File: src/rtl/vtc_pkg.sv
// vtc_pkg: shared state, geometry types and config validation for video_timing_ctrl
package vtc_pkg;
  localparam int VTC_H_W = 12;
  localparam int VTC_V_W = 11;
  typedef enum logic [1:0] {IDLE, RUN, STOP_PEND} vtc_state_e;
  typedef struct packed {
    logic [VTC_H_W-1:0] h_active;
    logic [VTC_H_W-1:0] h_fp;
    logic [VTC_H_W-1:0] h_sync;
    logic [VTC_H_W-1:0] h_bp;
    logic [VTC_V_W-1:0] v_active;
    logic [VTC_V_W-1:0] v_fp;
    logic [VTC_V_W-1:0] v_sync;
    logic [VTC_V_W-1:0] v_bp;
  } vtc_cfg_t;
  function automatic logic vtc_cfg_ok(input vtc_cfg_t cfg);
    logic [VTC_H_W+1:0] ht;
    logic [VTC_V_W+1:0] vt;
    ht = (VTC_H_W+2)'(cfg.h_active) + (VTC_H_W+2)'(cfg.h_fp) + (VTC_H_W+2)'(cfg.h_sync) + (VTC_H_W+2)'(cfg.h_bp);
    vt = (VTC_V_W+2)'(cfg.v_active) + (VTC_V_W+2)'(cfg.v_fp) + (VTC_V_W+2)'(cfg.v_sync) + (VTC_V_W+2)'(cfg.v_bp);
    return |cfg.h_active && |cfg.h_sync && |cfg.v_active && |cfg.v_sync &&
           ht >= (VTC_H_W+2)'(4) && vt >= (VTC_V_W+2)'(2) &&
           ht[VTC_H_W+1:VTC_H_W] == 2'b00 && vt[VTC_V_W+1:VTC_V_W] == 2'b00;
  endfunction
endpackage

File: src/rtl/vtc_axis_cnt.sv
// vtc_axis_cnt: one raster axis counter with active/sync region decode and wrap flag
module vtc_axis_cnt #(
  parameter int W = 12
) (
  input  logic         clk,
  input  logic         rstn,
  input  logic         en,
  input  logic [W-1:0] active,
  input  logic [W-1:0] fp,
  input  logic [W-1:0] sync,
  input  logic [W-1:0] bp,
  output logic [W-1:0] cnt,
  output logic         in_active,
  output logic         in_sync,
  output logic         wrap
);
  logic [W:0] sync_lo, sync_hi, total;
  assign sync_lo   = {1'b0, active} + {1'b0, fp};
  assign sync_hi   = sync_lo + {1'b0, sync};
  assign total     = sync_hi + {1'b0, bp};
  assign in_active = cnt < active;
  assign in_sync   = {1'b0, cnt} >= sync_lo && {1'b0, cnt} < sync_hi;
  assign wrap      = {1'b0, cnt} == total - (W+1)'(1);
  // advance when enabled, returning to 0 after the last position of the axis
  always_ff @(posedge clk or negedge rstn)
    if (!rstn) cnt <= '0;
    else cnt <= !en ? cnt : wrap ? '0 : cnt + W'(1);
endmodule

File: src/rtl/video_timing_ctrl.sv
// video_timing_ctrl: raster sequencer with frame-boundary config shadowing and start/stop control
module video_timing_ctrl
  import vtc_pkg::*;
#(
  parameter int   H_W      = VTC_H_W,
  parameter int   V_W      = VTC_V_W,
  parameter logic SYNC_POL = 1'b1
) (
  input  logic           clk,
  input  logic           rstn,
  input  logic           i_enable,
  input  logic           i_single,
  input  logic           i_cfg_update,
  input  logic [H_W-1:0] i_h_active,
  input  logic [H_W-1:0] i_h_fp,
  input  logic [H_W-1:0] i_h_sync,
  input  logic [H_W-1:0] i_h_bp,
  input  logic [V_W-1:0] i_v_active,
  input  logic [V_W-1:0] i_v_fp,
  input  logic [V_W-1:0] i_v_sync,
  input  logic [V_W-1:0] i_v_bp,
  output logic           o_vs,
  output logic           o_hs,
  output logic           o_de,
  output logic [H_W-1:0] o_cnt_ch,
  output logic [V_W-1:0] o_cnt_line,
  output logic           o_frame_start,
  output logic           o_line_end,
  output logic           o_busy,
  output logic           o_cfg_err
);
  vtc_state_e     state, state_nx;
  vtc_cfg_t       shadow, pending, cfg_in;
  logic           pend_vld, single_q, run, frame_end, take, de_nx, cfg_in_ok;
  logic           h_act, h_syn, h_wrap, v_act, v_syn, v_wrap;
  logic [H_W-1:0] h_cnt;
  logic [V_W-1:0] v_cnt;
  assign cfg_in    = '{h_active: i_h_active, h_fp: i_h_fp, h_sync: i_h_sync, h_bp: i_h_bp,
                       v_active: i_v_active, v_fp: i_v_fp, v_sync: i_v_sync, v_bp: i_v_bp};
  assign cfg_in_ok = vtc_cfg_ok(cfg_in);
  assign run       = state != IDLE;
  assign frame_end = run && h_wrap && v_wrap;
  assign take      = pend_vld && (state == IDLE || frame_end);
  assign de_nx     = run && h_act && v_act;
  vtc_axis_cnt #(.W(H_W)) u_h (
    .clk(clk), .rstn(rstn), .en(run),
    .active(shadow.h_active), .fp(shadow.h_fp), .sync(shadow.h_sync), .bp(shadow.h_bp),
    .cnt(h_cnt), .in_active(h_act), .in_sync(h_syn), .wrap(h_wrap)
  );
  vtc_axis_cnt #(.W(V_W)) u_v (
    .clk(clk), .rstn(rstn), .en(run && h_wrap),
    .active(shadow.v_active), .fp(shadow.v_fp), .sync(shadow.v_sync), .bp(shadow.v_bp),
    .cnt(v_cnt), .in_active(v_act), .in_sync(v_syn), .wrap(v_wrap)
  );
  // start needs a valid shadow; a running frame always completes before stopping
  always_comb begin
    state_nx = state == IDLE ? ((i_enable || i_single) && vtc_cfg_ok(shadow) ? RUN : IDLE) :
               frame_end     ? (i_enable && !single_q ? RUN : IDLE) :
               (i_enable || single_q) ? RUN : STOP_PEND;
  end
  // state register; single-shot flag is armed at start and consumed at frame end
  always_ff @(posedge clk or negedge rstn)
    if (!rstn) begin
      state    <= IDLE;
      single_q <= 1'b0;
    end else begin
      state    <= state_nx;
      single_q <= state == IDLE ? i_single && !i_enable : single_q && !frame_end;
    end
  // pending set is promoted to shadow at a boundary; a same-cycle update queues behind it
  always_ff @(posedge clk or negedge rstn)
    if (!rstn) begin
      shadow   <= '0;
      pending  <= '0;
      pend_vld <= 1'b0;
    end else begin
      if (take) begin
        shadow   <= pending;
        pend_vld <= 1'b0;
      end
      if (i_cfg_update && cfg_in_ok) begin
        pending  <= cfg_in;
        pend_vld <= 1'b1;
      end
    end
  // registered raster outputs, one clock behind the counters
  always_ff @(posedge clk or negedge rstn)
    if (!rstn) begin
      o_vs          <= ~SYNC_POL;
      o_hs          <= ~SYNC_POL;
      o_de          <= 1'b0;
      o_cnt_ch      <= '0;
      o_cnt_line    <= '0;
      o_frame_start <= 1'b0;
      o_line_end    <= 1'b0;
      o_busy        <= 1'b0;
      o_cfg_err     <= 1'b0;
    end else begin
      o_vs          <= run && v_syn ? SYNC_POL : ~SYNC_POL;
      o_hs          <= run && h_syn ? SYNC_POL : ~SYNC_POL;
      o_de          <= de_nx;
      o_cnt_ch      <= de_nx ? h_cnt : '0;
      o_cnt_line    <= de_nx ? v_cnt : '0;
      o_frame_start <= run && h_cnt == '0 && v_cnt == '0;
      o_line_end    <= de_nx && h_cnt == shadow.h_active - VTC_H_W'(1);
      o_busy        <= run;
      o_cfg_err     <= i_cfg_update && !cfg_in_ok;
    end
endmodule

File: config.mk
export PLATFORM = sky130hd
export DESIGN_NAME = video_timing_ctrl
export DESIGN_NICKNAME = d
export VERILOG_FILES = /design/src/rtl/vtc_pkg.sv /design/src/rtl/vtc_axis_cnt.sv /design/src/rtl/video_timing_ctrl.sv
export SDC_FILE = /design/constraint.sdc
export NUM_CORES = 1
export LEC_CHECK = 0
export ABC_AREA = 1
export CAP_MARGIN = 10
export CORE_MARGIN = 1
export CORE_UTILIZATION = 50
export CTS_CLUSTER_DIAMETER = 50
export DETAILED_ROUTE_END_ITERATION = 10
export GPL_TIMING_DRIVEN = 0
export PLACE_DENSITY = 0.65
export SYNTH_ARGS = -nofsm -noshare
export SYNTH_HDL_FRONTEND = slang
export SYNTH_HIERARCHICAL = 1
export SYNTH_SLANG_ARGS = --single-unit
File: constraint.sdc
create_clock -name clk -period 6.4 [get_ports clk]
set_clock_uncertainty 0.05 [all_clocks]
set_input_delay 0.96 -clock clk [delete_from_list [all_inputs] [get_ports clk]]
set_output_delay 0.96 -clock clk [all_outputs]
set_load 0.03 [all_outputs]
* Word level (Yosys, flattened, before mapping)
Index checks and enable logic that the tools add are counted.
** Word-level totals
- Output and inout port bits :: 30
- Register bits :: 241
- Logic and storage cells :: 136
- Bits of input ports :: 97
** Cells by class
- Eq/ne operators :: 3
- Muxes and demuxes :: 14
- Reductions and logical operators :: 56
- $lt $le $gt $ge :: 10
- Add/subtract/negate cells :: 23
** Operator list (count)
- 12-bit OR reduction :: 4
- 11-bit OR reduction :: 4
- 12-bit by 12-bit adder with 13-bit output :: 3
- 11-bit by 11-bit adder with 12-bit output :: 3
- 1-bit logical AND :: 32
- 13-bit by 12-bit adder with 14-bit output :: 2
- 14-bit by 12-bit adder with 14-bit output :: 2
- 14-bit by 3-bit >= comparator with 1-bit output (second input constant) :: 2
- 12-bit by 11-bit adder with 13-bit output :: 2
- 13-bit by 11-bit adder with 13-bit output :: 2
- 13-bit by 12-bit adder with 13-bit output :: 2
- 13-bit by 2-bit >= comparator with 1-bit output (second input constant) :: 2
- 12-bit by 11-bit adder with 12-bit output :: 2
- 12-bit 2-to-1 mux :: 2
- 12-bit by 1-bit subtractor with 12-bit output (second input constant) :: 2
- 11-bit 2-to-1 mux :: 2
- 12-bit by 13-bit == test with 1-bit output :: 1
- 12-bit by 13-bit >= comparator with 1-bit output :: 1
- 12-bit by 13-bit less-than comparator with 1-bit output :: 1
- 13-bit by 1-bit subtractor with 13-bit output (second input constant) :: 1
- 12-bit by 1-bit adder with 12-bit output (second input constant) :: 1
- 11-bit by 12-bit == test with 1-bit output :: 1
- 12-bit == test :: 1
- 11-bit by 12-bit >= comparator with 1-bit output :: 1
- 12 further kinds :: 30

* Depth between registers and ports, before layout
Gate-level depths: netlist (run 1).
- Depth in word-level cells :: 11
- Mapped depth :: 41

* Modules after synthesis
Netlist (run 1), hierarchy kept.
** Modules (own cells, without submodules)
- video_timing_ctrl :: cells each 1726, area each 14042.2 um^2, instances 1
- vtc_axis_cnt (u_h) :: cells each 616, area each 3806.2 um^2, instances 1
- vtc_axis_cnt (u_v) :: cells each 528, area each 3437.0 um^2, instances 1

* Worst setup path before layout (run 1)
Ideal clock, no wire load.
- Path kind :: reg-to-reg
- From :: reg shadow[80] in the netlist's numbering
- To :: reg u_v.cnt[10]
- Data arrival time :: 5260 ps
- Stages on the path, launching flop included :: 42
- Clock period less this slack :: 5445 ps
- Library setup time :: 136 ps
- Slack :: 955 ps
- Path through :: dfrtp_1 > ha_1 > inv_1 > fa_1 > nand3b_1 > nand2_1 > a31o_2 > xor2_1 > inv_1 > ha_1 > nand2_1 > nand2_1 > a21oi_1 > nand3_1 > nand2_1 > nand2_1 > a21oi_1 > xor2_1 > [6 not listed] > nand3_1 > nand2_1 > nand2_1 > inv_1 > nand2_1 > nand2_1 > and3_1 > inv_1 > nor2_1 > nand2_1 > nor2_1 > nand3_1 > nor2_1 > inv_1 > nor2_1 > nand3_1 > xor2_1 > a21oi_2
** On the way
- Word-level cells in the longest chain between the ends :: 6
** RTL lines
- start, declared :: line video_timing_ctrl.sv:33 : vtc_cfg_t shadow, pending, cfg_in;
- start signal, assigned :: line video_timing_ctrl.sv:78 : shadow <= pending;
- 12-bit by 12-bit adder with 13-bit output :: line vtc_axis_cnt.sv:18 : assign sync_lo = {1'b0, active} + {1'b0, fp};
- 13-bit by 12-bit adder with 13-bit output :: line vtc_axis_cnt.sv:19 : assign sync_hi = sync_lo + {1'b0, sync};
- 13-bit by 12-bit adder with 13-bit output :: line vtc_axis_cnt.sv:20 : assign total = sync_hi + {1'b0, bp};
- 13-bit by 1-bit subtractor with 13-bit output :: line vtc_axis_cnt.sv:23 : assign wrap = {1'b0, cnt} == total - (W+1)'(1);
- 12-bit by 13-bit == test with 1-bit output :: line vtc_axis_cnt.sv:23
- named net h_wrap :: line video_timing_ctrl.sv:35 : logic h_act, h_syn, h_wrap, v_act, v_syn, v_wrap;
- 1-bit logical AND :: line video_timing_ctrl.sv:51 : .clk(clk), .rstn(rstn), .en(run && h_wrap),
- end signal, assigned :: line vtc_axis_cnt.sv:27 : else cnt <= !en ? cnt : wrap ? '0 : cnt + W'(1);
- end, declared :: line vtc_axis_cnt.sv:12 : output logic [W-1:0] cnt,
The timed path passes the listed nets, and every way through them passes these cells.
A chain may end at the register's enable or synchronous reset.

* Final worst setup path (run 1)
- From :: reg shadow[33] in the netlist's numbering
- To :: reg shadow[42] in the netlist's numbering
** On the way
- Word-level cells in the longest chain between the ends :: 8
** RTL lines
- 11-bit by 11-bit adder with 12-bit output :: line vtc_axis_cnt.sv:18
- 12-bit by 11-bit adder with 12-bit output :: line vtc_axis_cnt.sv:19
- 12-bit by 11-bit adder with 12-bit output :: line vtc_axis_cnt.sv:20
- 12-bit by 1-bit subtractor with 12-bit output :: line vtc_axis_cnt.sv:23
- 11-bit by 12-bit == test with 1-bit output :: line vtc_axis_cnt.sv:23
- named net v_wrap :: line video_timing_ctrl.sv:35
- 1-bit logical AND :: line video_timing_ctrl.sv:42 : assign frame_end = run && h_wrap && v_wrap;
- 1-bit logical OR :: line video_timing_ctrl.sv:43 : assign take = pend_vld && (state == IDLE || frame_end);
- 1-bit logical AND :: line video_timing_ctrl.sv:43
The timed path passes the listed nets, and every way through them passes these cells.

==> results of run 1 <==
[sequential cells by signal, indices dropped and copies added (netlist names), 2 cells and up]
| name | cells |
|---|---|
| state | 2 |
| o_cnt_line | 11 |
| shadow | 92 |
| u_v/cnt | 11 |
| o_cnt_ch | 12 |
| u_h/cnt | 12 |
| pending | 92 |
[area by class of cell]
type                    instances  area (um2)
plain buffers                  69         400
clock buffers                  39         813
clock inverters                11         140
fillers                      3918       17500
inverters                     628        2360
multi-input cells            1932       12700
flip-flops and latches        241        6040
well taps                     539         674
repair buffers                137        1370
[worst max-delay path, delay by kind of cell, from the launching register on]
kind / cells / cell delay (ps)
buffers and inverters: 7 / 950
XOR/XNOR: 1 / 230
AND/OR/NAND/NOR: 18 / 2170
flip-flops: 1 / 400
adder cells (fa/ha/maj): 4 / 1230
AO/OA/AOI/OAI: 5 / 800
[cell usage after synthesis (11+ instances only)]
| cell type | instances |
|---|---|
| a21oi_2 | 15 |
| nor3_1 | 23 |
| ha_1 | 200 |
| nand3_2 | 13 |
| nand2_1 | 670 |
| fa_1 | 98 |
| nand4_1 | 130 |
| xnor2_1 | 36 |
| clkbuf_1 | 32 |
| nand2_2 | 17 |
| inv_1 | 613 |
| o21ai_0 | 25 |
| inv_2 | 11 |
| buf_2 | 23 |
| a21oi_1 | 162 |
| dfrtp_1 | 241 |
| nand3_1 | 126 |
| nor2_1 | 248 |
| xor2_1 | 70 |
[metal layers]
metal	GRT usage	vias to the layer above	routed length (um)
li1	-	9268	-
met1	0.378	8771	26900
met2	0.464	457	27000
met3	0.0235	116	2750
met4	0.0943	0	2000
met5	0	-	0
[metrics by stage]
step / TNS (ps) / util
after floorplan: 0 / -
after global placement: -1453700 / 0.554
after detailed placement: -58270 / 0.554
after CTS: 0 / 0.578
after global routing: -380 / 0.583
final: 0 / 0.583
[worst max-delay path by stage]
| stage | startpoint | endpoint | cells after the start |
|---|---|---|---|
| finish | shadow[33] | shadow[42] | 35 |
| global route | shadow[68] | u_v/cnt[10] | 40 |
| CTS | shadow[68] | u_v/cnt[10] | 41 |
| detailed placement | shadow[80] | shadow[40] | 37 |
| global placement | rstn | pending[50] | 1 |
| floorplan | shadow[80] | u_v/cnt[10] | 41 |
[repair_timing]
item                                    CTS  global route
buffers inserted                          1             9
hold buffers                              0             0
resized for setup                        20            60
pin swaps                                 1            10
endpoints found under the setup margin   97           102
[cell families after synthesis]
family / synth area share
multiplexers: 0.00476
AND/OR/NAND/NOR: 0.261
flip-flops: 0.283
AO/OA/AOI/OAI: 0.0668
XOR/XNOR: 0.0454
adder cells (fa/ha/maj): 0.210
buffers and inverters: 0.128
==> impl_metrics.toml, run 1 <==
[route]
detail_route.vias_per_cell = 5.18
dr_total_vias = 18612
drt_iter0_drc = 1110
drcViolationCount = 0
first_pass_iters = 7
wl_mm = 58.7
ant_nets = 0
wl_per_cell_um = 16.3

[timing]
hold_viol_final = 0
max_freq_mhz = 167
min_period_over_period = 0.935
finalCriticalPeriod_ps = 5980
timing.slew.headroom = 0.402
slew_viol_final = 0
worst_pin_slew_ps = 897
finalSetupViolations = 0
layout_setup_ws_ps = 416
fin_hold_ws_ps = 402

[floorplan]
dieArea_um2 = 43400
die_h_um = 208
design.core.area_um2 = 41900
num_rows = 75
die_x_um = 208
ios = 127
start_util = 0.507

[finish]
final_common_cell = "nand2_1"
instances_no_fill = 3596
final_cell_mix = "nand2_1, inv_1, dfrtp_1"
drive_gt1_frac = 0.0795
num-nets-final = 3432
finalInstanceArea_um2 = 24500
area_growth_pct = 15.0
diodes = 0

[placement]
globalplace.congestion = 0.928
dpl_cell_area_um2 = 23300
hpwlAfterDp_mm = 49.1
dpl.cell_count = 3536
dpl_worst_slack_ps = -792
io_buffers = 126

[critical_path]
timing.rr.end = "shadow[42]"
path_class = "reg2reg"
slowest_stage = "fa_1"
crit_fanout = 10
critPathRequiredTime_ps = 6780
crit_top_cell = "nand2_1"
crit_arrival_ps = 6360
cp-start-kind = "flop"
r2r_slack_ps = 420
worst_setup_path_end_kind = "flop"
reg2reg_depth = 35
max_stage_delay_ps = 430
rr_startpoint = "shadow[33]"

[yosys]
synth_fp_nets = 3265
synth_area_leader_cell = "dfrtp_1"
ys_async_sr_fraction = 1.00
ys_warn_count = 6
synth_flop_cell = "dfrtp_1"
ys_top_cells_by_area = "dfrtp_1, nand2_1, ha_1, inv_1, fa_1"
yosys.area.top_type_share = 0.283
synth_edf_count = 0
avgSynthCellArea_um2 = 7.42
yosysSeqAreaShare = 0.283
syn-instance-count = 2870
ys_types = 59
synth_area_um2 = 21300
ys_ff_latch = 241

[grt]
grt_start_max_net_pins = 128
gr-total-overflow = 0
grt_antenna_before_repair = 0
grt_pass1_vias = 18854
grtUsageTotal = 0.277
grt_pass1_wl_mm = 95.9

[hold_path]
hp-class = "in2async"

[clock_tree]
cts_buffers = 28
cts.sinks = 241
tritoncts = "done"
clkTransAtPathRegs_ps = 60
cts_root_buf = "clkbuf_16"
clk_latency_ps = 560
htree_levels = 1
clockBufferDepth = 3

[outcome]
status = "finished clean"

[flow_run]
drv_cap = 0
Power of run 1 is not shown: default switching activity piles up to over one toggle a cycle in this logic, so the estimate is an artifact.
==> inputs of run 2 (changes only) <==
--- a/config.mk
+++ b/config.mk
@@ -17,3 +17,4 @@
 export SYNTH_HDL_FRONTEND = slang
 export SYNTH_HIERARCHICAL = 1
 export SYNTH_SLANG_ARGS = --single-unit
+export TNS_END_PERCENT = 100
==> results of run 2 <==
Same layout as run 1: the final DEF is identical, and so are final timing and power.
Power of run 2 is left out for the same reason.
==> inputs of run 3 (changes only) <==
--- a/config.mk
+++ b/config.mk
@@ -8,11 +8,11 @@
 export ABC_AREA = 1
 export CAP_MARGIN = 10
 export CORE_MARGIN = 1
-export CORE_UTILIZATION = 50
+export CORE_UTILIZATION = 40
 export CTS_CLUSTER_DIAMETER = 50
 export DETAILED_ROUTE_END_ITERATION = 10
 export GPL_TIMING_DRIVEN = 0
-export PLACE_DENSITY = 0.65
+export PLACE_DENSITY = 0.53
 export SYNTH_ARGS = -nofsm -noshare
 export SYNTH_HDL_FRONTEND = slang
 export SYNTH_HIERARCHICAL = 1
==> run 3 against run 2 <==
Compared with the run above:
- cell count is 4.6% higher
- fmax hardly changed
- wire length is 5.8% higher
- hold slack worse by 130 ps
- flip-flop and latch count stayed put
- sequential share of layout area is 0.43 points lower
- critical endpoint is now shadow[45]
==> impl_metrics.toml, run 3 (synthesis results as in run 1) <==
[placement]
globalplace.congestion = 0.920
dpl_cell_area_um2 = 23500
hpwlAfterDp_mm = 52.0
dpl.cell_count = 3686
io_buffers = 126

[timing]
worst_pin_slew_ps = 684
timing.slew.headroom = 0.544
min_period_over_period = 0.935
max_freq_mhz = 167
hold_viol_final = 0
fin_hold_ws_ps = 271
finalCriticalPeriod_ps = 5980
slew_viol_final = 0
finalSetupViolations = 0

[critical_path]
timing.rr.end = "shadow[45]"
critPathLaunch = "shadow[22]"
slowest_stage = "fa_1"
rr_startpoint = "shadow[22]"
crit_top_cell = "inv_1"
path_class = "reg2reg"
r2r_slack_ps = 420
crit_arrival_ps = 6370
cp-start-kind = "flop"
max_stage_delay_ps = 420
crit_end = "shadow[45]"
crit_fanout = 10
worst_setup_path_end_kind = "flop"
critPathRequiredTime_ps = 6790
reg2reg_depth = 34

[floorplan]
die_h_um = 233
design.core.area_um2 = 52600
ios = 127
start_util = 0.405
num_rows = 84
dieArea_um2 = 54100
die_x_um = 233

[finish]
final_cell_mix = "nand2_1, inv_1, dfrtp_1"
finalInstanceArea_um2 = 24900
reg_top3 = "pending (92), shadow (92)"
final_util = 0.474
num-nets-final = 3443
final_common_cell = "nand2_1"
instances_no_fill = 3760
area_growth_pct = 17.0
diodes = 0
drive_gt1_frac = 0.0856
nFillCells = 5295

[clock_tree]
cts_root_buf = "clkbuf_16"
cts.sinks = 241
clockBufferDepth = 3
htree_levels = 1
cts_hold_buf = 0
cts_buffers = 31
clkTransAtPathRegs_ps = 60
clk_latency_ps = 590
tritoncts = "done"

[grt]
busiest_layer = "met2"
use_met3 = 0.0188
grt_antenna_before_repair = 0
grt_pass1_vias = 18269
use_met2 = 0.394
use_met1 = 0.322
grt_start_max_net_pins = 114
grt_pass1_wl_mm = 98.6
grtUsageTotal = 0.233
gr-total-overflow = 0

[route]
first_pass_iters = 5
dr_total_vias = 18377
wl_mm = 62.1
drt_iter0_drc = 1004
drcViolationCount = 0
detail_route.vias_per_cell = 4.89
ant_nets = 0
wl_per_cell_um = 16.5

[outcome]
status = "finished clean"

[hold_path]
hp-class = "in2async"

[flow_run]
drv_cap = 0
==> run 3: cell type report <==
cell class | count | area, um2 | share of cell area
buffer | 69 | 403 | 0.0162
inverter | 628 | 2360 | 0.0947
tap | 688 | 861 | 0.0346
clock buffer | 41 | 863 | 0.0347
timing repair buffer | 145 | 1450 | 0.0582
multi-input combinational | 1932 | 12700 | 0.511
clock inverter | 16 | 215 | 0.00864
sequential | 241 | 6040 | 0.242
==> run 3: worst max-delay path: cells and delay by family, from the launching register on <==
family | cells | cell delay, ps
simple gates | 15 | 1890
fa+ha+maj | 4 | 1200
compound gates | 6 | 1110
buf+inv | 8 | 960
flops | 1 | 410
xor+xnor | 1 | 190
==> run 3: per-layer routing <==
metal	part of all wire	vias up	wire length, um
met2	0.47	352	29300
met3	0.036	73	2250
met1	0.47	8631	29300
li1	-	9321	-
met5	0	-	0
met4	0.020	0	1220
==> run 3: how the worst min path moves through the flow <==
stage | endpoint | slack, ps | cells after the start
after floorplan | pending[0] | 390 | 2
after global placement | pending[7] | 410 | 2
after detailed placement | pending[6] | 410 | 2
after CTS | shadow[34] | 280 | 1
after global routing | shadow[34] | 300 | 1
final | shadow[34] | 270 | 1
==> run 3: what timing repair did <==
item                                    4_1_cts  5_1_grt
buffers inserted                              0       17
pin swaps                                     0       11
gates resized for setup                      25       65
endpoints found under the setup margin       99      102
==> run 3: stage by stage <==
stage / TNS, ps / worst slack, ps
2_1_floorplan: 0 / 955
3_3_place_gp: -1541610 / -6150
3_5_place_dp: -65510 / -911
4_1_cts: 0 / 13.6
5_1_grt: -28.5 / -28.2
6_report: 0 / 417
Power of run 3 is left out for the same reason.
